--- src/rtl/ps_issue_alu_queue.sv ---
// ps_issue_alu_queue
// Issue->ALU pipeline stage: a DEPTH-entry circular FIFO of ALU issue packets
// with valid/ready backpressure toward issue and per-wavefront squash.
// Squashed packets stay in their slots as dead entries and are drained from
// the head one per cycle without ever being presented to the ALU.
// Optional feature macro: PS_ISSUE_ALU_BYPASS_EN (same-cycle in->out path
// when the queue is empty). Without it the minimum latency is one cycle.
module ps_issue_alu_queue #(
  parameter int DEPTH  = 2,
  parameter int WFID_W = 6,
  parameter int PC_W   = 32,
  parameter int OPC_W  = 32,
  parameter int IMM0_W = 16,
  parameter int IMM1_W = 32,
  parameter int DEST_W = 12
) (
  input  logic                     clk,
  input  logic                     rst,
  input  logic                     in_alu_select,
  output logic                     in_ready,
  input  logic [WFID_W-1:0]        in_wfid,
  input  logic [PC_W-1:0]          in_instr_pc,
  input  logic [OPC_W-1:0]         in_opcode,
  input  logic [IMM0_W-1:0]        in_imm_value0,
  input  logic [IMM1_W-1:0]        in_imm_value1,
  input  logic [DEST_W-1:0]        in_dest1_addr,
  input  logic [DEST_W-1:0]        in_dest2_addr,
  input  logic                     in_flush,
  input  logic [WFID_W-1:0]        in_flush_wfid,
  output logic                     out_alu_select,
  input  logic                     out_alu_ready,
  output logic [WFID_W-1:0]        out_wfid,
  output logic [PC_W-1:0]          out_instr_pc,
  output logic [OPC_W-1:0]         out_opcode,
  output logic [IMM0_W-1:0]        out_imm_value0,
  output logic [IMM1_W-1:0]        out_imm_value1,
  output logic [DEST_W-1:0]        out_dest1_addr,
  output logic [DEST_W-1:0]        out_dest2_addr,
  output logic [$clog2(DEPTH):0]   out_count
);

  localparam int PTR_W = $clog2(DEPTH);
  localparam int CNT_W = PTR_W + 1;

  typedef struct packed {
    logic [WFID_W-1:0] wfid;
    logic [PC_W-1:0]   pc;
    logic [OPC_W-1:0]  opcode;
    logic [IMM0_W-1:0] imm0;
    logic [IMM1_W-1:0] imm1;
    logic [DEST_W-1:0] dest1;
    logic [DEST_W-1:0] dest2;
  } pkt_t;

  pkt_t             slot_q [DEPTH];
  pkt_t             slot_d [DEPTH];
  logic [DEPTH-1:0] live_q, live_d;
  logic [PTR_W-1:0] rd_q, rd_d;
  logic [PTR_W-1:0] wr_q, wr_d;
  logic [CNT_W-1:0] count_q, count_d;

  pkt_t in_pkt;
  pkt_t head_pkt;
  pkt_t out_pkt;
  logic head_occ;
  logic head_live;
  logic head_flushed;
  logic in_flushed;
  logic bypass_active;
  logic bypass_consume;
  logic pop;
  logic drop_dead;
  logic advance;
  logic push;

  assign in_pkt       = '{in_wfid, in_instr_pc, in_opcode, in_imm_value0,
                          in_imm_value1, in_dest1_addr, in_dest2_addr};
  assign head_pkt     = slot_q[rd_q];
  assign head_occ     = (count_q != '0);
  assign head_live    = live_q[rd_q];
  assign head_flushed = in_flush && (head_pkt.wfid == in_flush_wfid);
  assign in_flushed   = in_flush && (in_wfid == in_flush_wfid);

  // Backpressure comes only from the registered occupancy, never from the ALU side
  assign in_ready = (count_q < CNT_W'(DEPTH));

`ifdef PS_ISSUE_ALU_BYPASS_EN
  assign bypass_active = !head_occ && in_alu_select;
`else
  assign bypass_active = 1'b0;
`endif

  // Present either the head slot or, when bypassing an empty queue, the incoming packet
  always_comb begin
    out_pkt        = head_pkt;
    out_alu_select = head_occ && head_live && !head_flushed;
    if (bypass_active) begin
      out_pkt        = in_pkt;
      out_alu_select = !in_flushed;
    end
  end

  assign out_wfid       = out_pkt.wfid;
  assign out_instr_pc   = out_pkt.pc;
  assign out_opcode     = out_pkt.opcode;
  assign out_imm_value0 = out_pkt.imm0;
  assign out_imm_value1 = out_pkt.imm1;
  assign out_dest1_addr = out_pkt.dest1;
  assign out_dest2_addr = out_pkt.dest2;
  assign out_count      = count_q;

  assign bypass_consume = bypass_active && out_alu_select && out_alu_ready;
  assign pop            = head_occ && out_alu_select && out_alu_ready;
  assign drop_dead      = head_occ && !head_live;
  assign advance        = pop || drop_dead;
  assign push           = in_alu_select && in_ready && !in_flushed && !bypass_consume;

  // Next-state: kill matching slots, write the new packet, advance head on pop or dead drain
  always_comb begin
    slot_d  = slot_q;
    live_d  = live_q;
    rd_d    = rd_q;
    wr_d    = wr_q;
    count_d = count_q;
    if (in_flush) begin
      for (int i = 0; i < DEPTH; i++) begin
        if (slot_q[i].wfid == in_flush_wfid) begin
          live_d[i] = 1'b0;
        end
      end
    end
    if (push) begin
      slot_d[wr_q] = in_pkt;
      live_d[wr_q] = 1'b1;
      wr_d         = wr_q + PTR_W'(1);
    end
    if (advance) begin
      rd_d = rd_q + PTR_W'(1);
    end
    case ({push, advance})
      2'b10:   count_d = count_q + CNT_W'(1);
      2'b01:   count_d = count_q - CNT_W'(1);
      default: count_d = count_q;
    endcase
  end

  // State register with asynchronous active-low clear of pointers, live bits and storage
  always_ff @(posedge clk or negedge rst) begin
    if (!rst) begin
      for (int i = 0; i < DEPTH; i++) begin
        slot_q[i] <= '0;
      end
      live_q  <= '0;
      rd_q    <= '0;
      wr_q    <= '0;
      count_q <= '0;
    end else begin
      for (int i = 0; i < DEPTH; i++) begin
        slot_q[i] <= slot_d[i];
      end
      live_q  <= live_d;
      rd_q    <= rd_d;
      wr_q    <= wr_d;
      count_q <= count_d;
    end
  end

endmodule

--- config.mk ---
export PLATFORM = sky130hd
export DESIGN_NAME = ps_issue_alu_queue
export DESIGN_NICKNAME = d
export VERILOG_FILES = /design/src/rtl/ps_issue_alu_queue.sv
export SDC_FILE = /design/constraint.sdc
export NUM_CORES = 1
export LEC_CHECK = 0
export BUFFER_PORTS_ARGS = -buffer_cell sky130_fd_sc_hd__buf_4
export CAP_MARGIN = 20
export CORE_ASPECT_RATIO = 0.7
export CORE_MARGIN = 3
export CORE_UTILIZATION = 55
export CTS_BUF_LIST = sky130_fd_sc_hd__clkbuf_8
export CTS_CLUSTER_DIAMETER = 40
export DETAILED_ROUTE_END_ITERATION = 8
export GPL_TIMING_DRIVEN = 1
export PLACE_DENSITY_LB_ADDON = 0.3
export SETUP_SLACK_MARGIN = 0.05
export SLEW_MARGIN = 5
export SYNTH_ARGS = -nofsm -noshare
export SYNTH_HDL_FRONTEND = slang
export SYNTH_SLANG_ARGS = --single-unit
--- constraint.sdc ---
create_clock -name clk -period 5.8 [get_ports clk]
set_input_delay 0.87 -clock clk [delete_from_list [all_inputs] [get_ports clk]]
set_output_delay 0.87 -clock clk [all_outputs]
set_load 0.01 [all_outputs]
==> flow_summary.toml, run 1 <==
[synthesis]
yosys_warnings = 0
syn_avg_cell_area_um2 = 15.7
dominantRegCellSynth = "dfrtp_1"
synth_top_area_frac = 0.569
syn_inst = 815
yosysMostFrequentCell = "mux2_2"
async_flop_share = 1.00
synth_edf_count = 0
synthTopCellsByArea = "dfrtp_1 57%, mux2_2 30%, mux2_1 7.1%"
synth_cell_type_count = 29
synth_nets = 969
ys_ff_latch = 290
netlist_area_um2 = 12800
synthTopCellsByCount = "345 x mux2_2, 290 x dfrtp_1, 80 x mux2_1, 17 x xnor2_1, 15 x buf_2"
yosys.area.top_type = "dfrtp_1"
synth-seq-area-share = 0.569

[setup_path]
endpoint_kind = "output pin"
path_class = "reg -> out"
cp.arrival_ns = 2.80
r2r_cells = 7
r2r-start = "rd_q$_DFFE_PN0N_"
startpoint_type = "register"
crit_required_ns = 4.93
r2r_setup_slack_ns = 3.00
cp_max_fo = 53
r2r_end = "out_count[1]$_DFFE_PN0P_"

[grt]
grt.overflow.total = 0
antenna_found_initial = 0
grt_pass1_vias = 8494
grt_max_degree = 113
grtUsageTotal = 0.225
grt_pass1_wl_um = 45700

[clock_tree]
path_clk_slew_ns = 0.06
clockBufferDepth = 3
cts.hold.buffers_added = 0
cts_max_level = 2
cts.sinks = 290
insertion_delay_ns = 0.56
cts.repair.resized = 0
cts-buffers-inserted = 44
root_buffer = "clkbuf_8"
tritoncts = "done"
post_cts_buffers = 0

[pwr]
vdd_drop_max_mv = 0.386
leakage_uw = 0.00733
power_density_nw_per_um2 = 619

[route]
vias = 7772
drt_pass1_iterations = 4
wirelength_um = 28300
postRouteAntennaNets = 0
viasPerCell = 5.33
drt_iter0_drc = 359
drcViolationCount = 0
avgRoutedWirePerCell_um = 19.4

[placement]
dp_cells = 1381
port_buffers = 298
hpwl_um = 19000
routabilityCongestion = 0.741
placed_area_um2 = 15200

[timing]
slew_headroom = 0.410
fin_skew_ns = 0.0264
min_period_ns = 3.67
worstMarginPinSlew_ns = 0.885
fmax_ghz = 0.272
period_share = 0.634
report.final.slew_viol_count = 0
finalHoldViolations = 0
rsz0062_at_grt = "no"
setup_violations = 0
tns_ns = 0

[floorplan]
core_um2 = 22200
start_util = 0.574
die_area_um2 = 25100
fp.dieH_um = 133
ios = 299
die_w_um = 188
num_rows = 45

[run]
drv_cap = 0

[outcome]
status = "finished, final reports clean"

[cells_and_area]
nets = 1276
fin_cells = 1458
drive_above_1_share = 0.624
syn2layout_area_growth_pct = 26.5
nFillCells = 1531
diodes = 0
finalInstanceArea_um2 = 16100

[hold_path]
min_path_type = "in -> async"
stage by stage:
step	hold WS [ns]	util	total power [uW]	setup WS (ns)
after floorplan	0.454	-	6360	3.33
after global placement	0.463	0.683	8120	2.56
after detailed placement	0.471	0.683	8260	2.54
after CTS	0.365	0.726	10100	2.08
after global routing	0.393	0.726	10600	1.94
final	0.338	0.726	9980	2.13
placed cells by master (no fill, tap or decap), types with 3 or more instances in the layout:
cell,instances
buf_4,306
inv_1,17
dfrtp_1,289
clkbuf_8,56
bufinv_16,3
mux2_1,80
mux2_2,345
xor2_1,12
nand4_1,3
xnor2_1,17
layout make-up:
cell class	instances	area, um^2	share of cell area
clock inverters	21	166	0.0103
repair buffers	308	2330	0.145
multi-input cells	476	5220	0.323
clock buffers	56	771	0.0478
flip-flops and latches	290	7260	0.450
well taps	305	382	0.0236
inverters	2	7.51	0.000465
registers in the layout, summed over array words and instances (netlist names):
register and flops:
out_count 2, slot_q 284, wr_q 1, rd_q 1, live_q 2
worst max path at each step:
stage,start,to,slack [ns],cells past startpoint
3_5_place_dp,in_flush_wfid[5],slot_q[220]$_DFFE_PN0P_,2.54,8
4_1_cts,rd_q$_DFFE_PN0N_,out_alu_select,2.08,5
2_1_floorplan,in_flush_wfid[2],out_alu_select,3.33,4
3_3_place_gp,in_flush_wfid[3],slot_q[220]$_DFFE_PN0P_,2.56,8
6_report,rd_q$_DFFE_PN0N_,out_alu_select,2.13,5
5_1_grt,rd_q$_DFFE_PN0N_,out_alu_select,1.94,5
routing by layer:
layer  global-route usage  vias to the layer above  routed length (um)
met3               0.0757                       48                2200
met5                    0                        -                   0
met2                0.361                      202               13300
met4               0.0704                        0                 652
li1                     -                     3552                   -
met1                0.293                     3970               12100
critical path, stage by stage, from the launching register on:
cell and delay (ns):
dfrtp_4 0.93, mux2_2 0.44, xor2_1 0.15, nor4b_1 0.38, a211oi_1 0.14, buf_4 0.18
cells by family after synthesis:
group / after synthesis / share of synthesized area
buffers and inverters: 49 / 0.0233
AND/OR/NAND/NOR: 11 / 0.00481
XOR/XNOR: 29 / 0.0199
flip-flops: 290 / 0.569
AO/OA/AOI/OAI: 8 / 0.00539
multiplexers: 427 / 0.377
adder cells (fa/ha/maj): 1 / 0.000981
report_power, final:
part           switching [uW]  total [uW]  internal (uW)
sequential                596        3670           3070
combinational            1850        4550           2700
clock                     772        1770            998
total                    3220        9980           6760
(Power assumes the default switching activity.)
==> inputs of run 2 (changes only) <==
- CORE_UTILIZATION: 55 -> 50
- clock period: 5.8 -> 3.1 ns (I/O delays scaled with it)
==> run 2 against run 1 <==
  * Clock skew down 0.0036 ns
  * Worst hold slack worse by 0.21 ns
  * Wire length up 1.5%
  * Final cell count increased by 2.1%
  * Critical path depth unchanged
  * Power increased by 88%
  * Global-route usage fell by 1.7 points
  * Sequential share of layout area shrank 0.58 points
  * Die area increased by 9.6%
  * Highest routed layer unchanged
==> flow_summary.toml, run 2 (synthesized netlist as in run 1, its figures left out) <==
[outcome]
status = "finished, final reports clean"

[grt]
grt.overflow.total = 0
grt_pass1_wl_um = 46100
grt_max_degree = 83
grt_pass1_vias = 8563
antenna_found_initial = 0
grtUsageTotal = 0.208

[floorplan]
fp.dieH_um = 140
num_rows = 48
start_util = 0.513
ios = 299
core_um2 = 24900
die_area_um2 = 27500
die_w_um = 197

[run]
drv_cap = 0

[timing]
slew_headroom = 0.578
finalHoldViolations = 0
tns_ns = 0
setup_violations = 0
min_period_ns = 2.94
worstMarginPinSlew_ns = 0.633
rsz0062_at_grt = "no"
fmax_ghz = 0.341
fin_skew_ns = 0.0228
report.final.slew_viol_count = 0
period_share = 0.947

[clock_tree]
post_cts_buffers = 0
clockBufferDepth = 3
cts.sinks = 290
insertion_delay_ns = 0.55
cts_max_level = 2
path_clk_slew_ns = 0.06
tritoncts = "done"
cts-buffers-inserted = 47
root_buffer = "clkbuf_8"

[hold_path]
holdPathStages = 2
min_path_type = "in -> reg"

[pwr]
internal_power_uw = 12700
combPwrFrac = 0.462
p_sw_uw = 6040
p_sw_frac = 0.322
leakage_uw = 0.00743
power_density_nw_per_um2 = 1150
power_uw = 18800
power_frac_clock = 0.178
sequentialPowerShare = 0.359
vdd_drop_max_mv = 0.578

[setup_path]
slowest_delay_ns = 0.64
startpoint_type = "register"
crit_slowest_cell = "dfrtp_4"
crit_chain = "mux2_2 -> xor2_1 -> nor4b_1 -> a211oi_1 -> buf_4"
cp_max_fo = 23
critPathTopFamily = "flip-flops"
crit_buf_inv = 1
r2r_cells = 7
endpoint_kind = "output pin"
crit_required_ns = 2.63
path_class = "reg -> out"
cp.depth = 5
cp.arrival_ns = 2.47

[cells_and_area]
diodes = 0
nets = 1287
drive_above_1_share = 0.628
max_flop_register = "slot_q"
final_common_cell = "mux2_2"
nFillCells = 1880
largest_register_ff_count = 284
syn2layout_area_growth_pct = 28.1
final_cell_mix = "345 x mux2_2, 304 x buf_4, 289 x dfrtp_1, 80 x mux2_1, 63 x clkbuf_8"

[route]
route.met3.wl_um = 2200
dr_wl_met2_um = 13100
viasPerCell = 5.21
top_layer_used = "met4"
drt_pass1_iterations = 4
drcViolationCount = 0
drt_iter0_drc = 234
avgRoutedWirePerCell_um = 19.3
wirelength_um = 28700
postRouteAntennaNets = 0
vias = 7759
drt-met1-wl_um = 12900

[placement]
hpwl_um = 19500
routabilityCongestion = 0.754
port_buffers = 298
## run 2: cell type report
| type | instances | area (um^2) | share of cell area |
|---|---|---|---|
| Clock buffer | 63 | 867 | 0.0530 |
| Clock inverter | 17 | 97.6 | 0.00597 |
| Inverter | 2 | 7.51 | 0.000459 |
| Multi-Input combinational cell | 476 | 5220 | 0.319 |
| Sequential cell | 290 | 7260 | 0.444 |
| Tap cell | 325 | 407 | 0.0249 |
| Timing Repair Buffer | 316 | 2490 | 0.152 |
## run 2: power by group through the flow
stage / combinational, uW / sequential, uW / clock (uW)
after floorplan: 5480 / 6410 / 0
after global placement: 8610 / 6690 / 0
after detailed placement: 8750 / 6780 / 0
after global routing: 9340 / 7000 / 3640
final: 8680 / 6750 / 3340
after CTS: 8800 / 6740 / 3450
## run 2: path summary, 6_finish.rpt
kind / from / to / slack, ns
worst max-delay path: rd_q$_DFFE_PN0N_ / out_alu_select / 0.16
worst min-delay path: in_instr_pc[23] / slot_q[269]$_DFFE_PN0P_ / 0.13
worst max register to register: rd_q$_DFFE_PN0N_ / out_count[1]$_DFFE_PN0P_ / 0.63
worst min register to register: slot_q[192]$_DFFE_PN0P_ / slot_q[192]$_DFFE_PN0P_ / 0.48
max in group asynchronous: rst / slot_q[179]$_DFFE_PN0P_ / 1.73
min in group asynchronous: rst / slot_q[176]$_DFFE_PN0P_ / 0.47
## run 2: metrics by stage
step	hold WS, ns	cells	setup slack, ns	utilization	instance area [um^2]
global route	0.0946	1489	0.0517	0.658	16300
detailed placement	0.472	1408	0.573	0.618	15400
floorplan	0.169	815	0.943	-	12800
finish	0.132	1489	0.165	0.658	16300
global placement	0.462	1408	0.559	0.618	15400
CTS	0.0839	1489	0.101	0.657	16300
## run 2: repair_timing
action                                  in CTS  in global routing
endpoints found under the setup margin       0                 27
hold buffers                                 1                  0
hold endpoints to repair                    64                  0
resized for setup                            0                  2
## run 2: per-layer routing
metal  vias up  global-route usage
met5         -                   0
met4         0              0.0555
met3        42              0.0714
met2       215               0.325
li1       3584                   -
met1      3918               0.279
==> inputs of run 3 (changes only) <==
--- a/config.mk
+++ b/config.mk
@@ -9,6 +9,6 @@
 export CAP_MARGIN = 20
 export CORE_ASPECT_RATIO = 0.7
-export CORE_MARGIN = 3
-export CORE_UTILIZATION = 50
+export CORE_MARGIN = 2
+export CORE_UTILIZATION = 49
 export CTS_BUF_LIST = sky130_fd_sc_hd__clkbuf_8
 export CTS_CLUSTER_DIAMETER = 40
==> constraint.sdc (replaced) <==
create_clock -name clk -period 3.1 [get_ports clk]
set_input_delay 0.465 -clock clk [delete_from_list [all_inputs] [get_ports clk]]
set_output_delay 0.465 -clock clk [all_outputs]
set_load 0.05 [all_outputs]
==> run 3 against run 2 <==
  * Via count about the same
  * Clock skew is 0.012 ns lower
  * Die area is 0.49% lower
  * Non-clock buffer count up 2
  * Final cell count increased by 0.60%
  * Maximum frequency rose by 2.1%
  * Count of clock-buffer cells in the layout fell by 12
  * Worst hold slack gained 0.00090 ns
  * Core utilization down 2.5 points
==> flow_summary.toml, run 3 (synthesized netlist as in run 1, its figures left out) <==
[setup_path]
crit_chain = "mux2_2 -> xor2_1 -> nor4b_1 -> a211oi_1 -> buf_4"
cp.arrival_ns = 2.41
endpoint_kind = "output pin"
crit_required_ns = 2.63
crit_slowest_cell = "dfrtp_4"
slowest_delay_ns = 0.55
path_class = "reg -> out"
startpoint_type = "register"
r2r_setup_slack_ns = 0.69
cp_max_fo = 13

[grt]
antenna_found_initial = 1
grt_pass1_vias = 8284
grt_pass1_wl_um = 45600
grt_max_degree = 91
grt.overflow.total = 0
grtUsageTotal = 0.209

[clock_tree]
cts-buffers-inserted = 46
cts_max_level = 2
insertion_delay_ns = 0.55
cts.sinks = 290
clockBufferDepth = 3
root_buffer = "clkbuf_8"
tritoncts = "done"
path_clk_slew_ns = 0.06

[cells_and_area]
max_flop_register = "slot_q"
largest_register_ff_count = 284
finalInstanceArea_um2 = 16200
fin_cells = 1498
syn2layout_area_growth_pct = 27.1
drive_above_1_share = 0.617
nets = 1288
nFillCells = 2008
final_common_cell = "mux2_2"
final_cell_mix = "345 x mux2_2, 307 x buf_4, 289 x dfrtp_1, 80 x mux2_1, 51 x clkbuf_8"

[timing]
rsz0062_at_grt = "no"
min_period_ns = 2.87
worstMarginPinSlew_ns = 0.728
report.final.slew_viol_count = 0
finalHoldViolations = 0
fin_skew_ns = 0.0104
slew_headroom = 0.515
fmax_ghz = 0.348
tns_ns = 0
setup_violations = 0
period_share = 0.927

[floorplan]
fp.dieH_um = 139
die_w_um = 197
ios = 299
die_area_um2 = 27400
core_um2 = 25600
start_util = 0.498
num_rows = 49

[route]
avgRoutedWirePerCell_um = 18.8
postRouteAntennaNets = 0
drt_iter0_drc = 283
vias = 7762
drcViolationCount = 0
wirelength_um = 28200
drt_pass1_iterations = 4
viasPerCell = 5.18

[outcome]
status = "finished, final reports clean"

[hold_path]
min_path_type = "in -> reg"

[run]
drv_cap = 0

[placement]
routabilityCongestion = 0.719
dp_cells = 1415
placed_area_um2 = 15400
hpwl_um = 18900
port_buffers = 298
## run 3: cell count changes in the layout (fill, tap and decap cells not counted)
cell | before | now
clkbuf_8 | 63 | 51
clkinvlp_4 | 0 | 1
diode_2 | 0 | 1
bufinv_16 | 1 | 0
clkinv_2 | 2 | 1
buf_6 | 2 | 1
buf_4 | 304 | 307
inv_1 | 15 | 29
clkinv_4 | 1 | 0
## run 3: worst paths after layout
| check | from | end | cells after the start |
|---|---|---|---|
| max reg2reg | rd_q$_DFFE_PN0N_ | out_count[1]$_DFFE_PN0P_ | 8 |
| max in group asynchronous | rst | slot_q[21]$_DFFE_PN0P_ | 3 |
| min in group asynchronous | rst | slot_q[170]$_DFFE_PN0P_ | 2 |
| max | rd_q$_DFFE_PN0N_ | out_alu_select | 5 |
| min | in_dest2_addr[8] | slot_q[150]$_DFFE_PN0P_ | 2 |
| min reg2reg | slot_q[158]$_DFFE_PN0P_ | slot_q[158]$_DFFE_PN0P_ | 1 |
## run 3: repair_timing
item	CTS	global route
setup endpoints to repair	0	54
endpoints found under the hold margin	72	0
gates resized for setup	0	0
setup buffers	0	1
hold buffers	1	0
## run 3: metal layers
metal	wire length, um	up-vias	part of all wire	GRT usage
li1	-	3582	-	-
met1	13000	3903	0.46	0.290
met2	12300	224	0.44	0.307
met5	0	-	0	0
met4	654	0	0.023	0.0696
met3	2240	53	0.079	0.0717
## run 3: worst max-delay path, delay by kind of cell, from the launching register on
kind,cells,cell delay (ns)
compound gates,1,0.13
xor+xnor,1,0.15
buf+inv,1,0.22
flops,1,0.55
mux,1,0.39
simple gates,1,0.42
## run 3: layout make-up
| class | instances | area (um^2) | share of cell area |
|---|---|---|---|
| clock inverters | 29 | 114 | 0.00702 |
| repair buffers | 318 | 2500 | 0.154 |
| flip-flops and latches | 290 | 7260 | 0.448 |
| well taps | 331 | 414 | 0.0255 |
| inverters | 2 | 7.51 | 0.000463 |
| multi-input cells | 476 | 5220 | 0.322 |
| clock buffers | 51 | 702 | 0.0433 |
| diodes | 1 | 2.50 | 0.000154 |
## run 3: through the flow
stage,util,hold slack [ns],setup WS (ns)
floorplan,-,0.169,0.173
finish,0.633,0.133,0.226
global placement,0.600,0.463,0.563
detailed placement,0.600,0.471,0.553
CTS,0.632,0.0879,0.0502
global route,0.633,0.0946,0.0882
Power of run 3 is left out: the tool's default activity adds up to more than one toggle a clock period on the data nets, which glitch-free logic cannot reach.
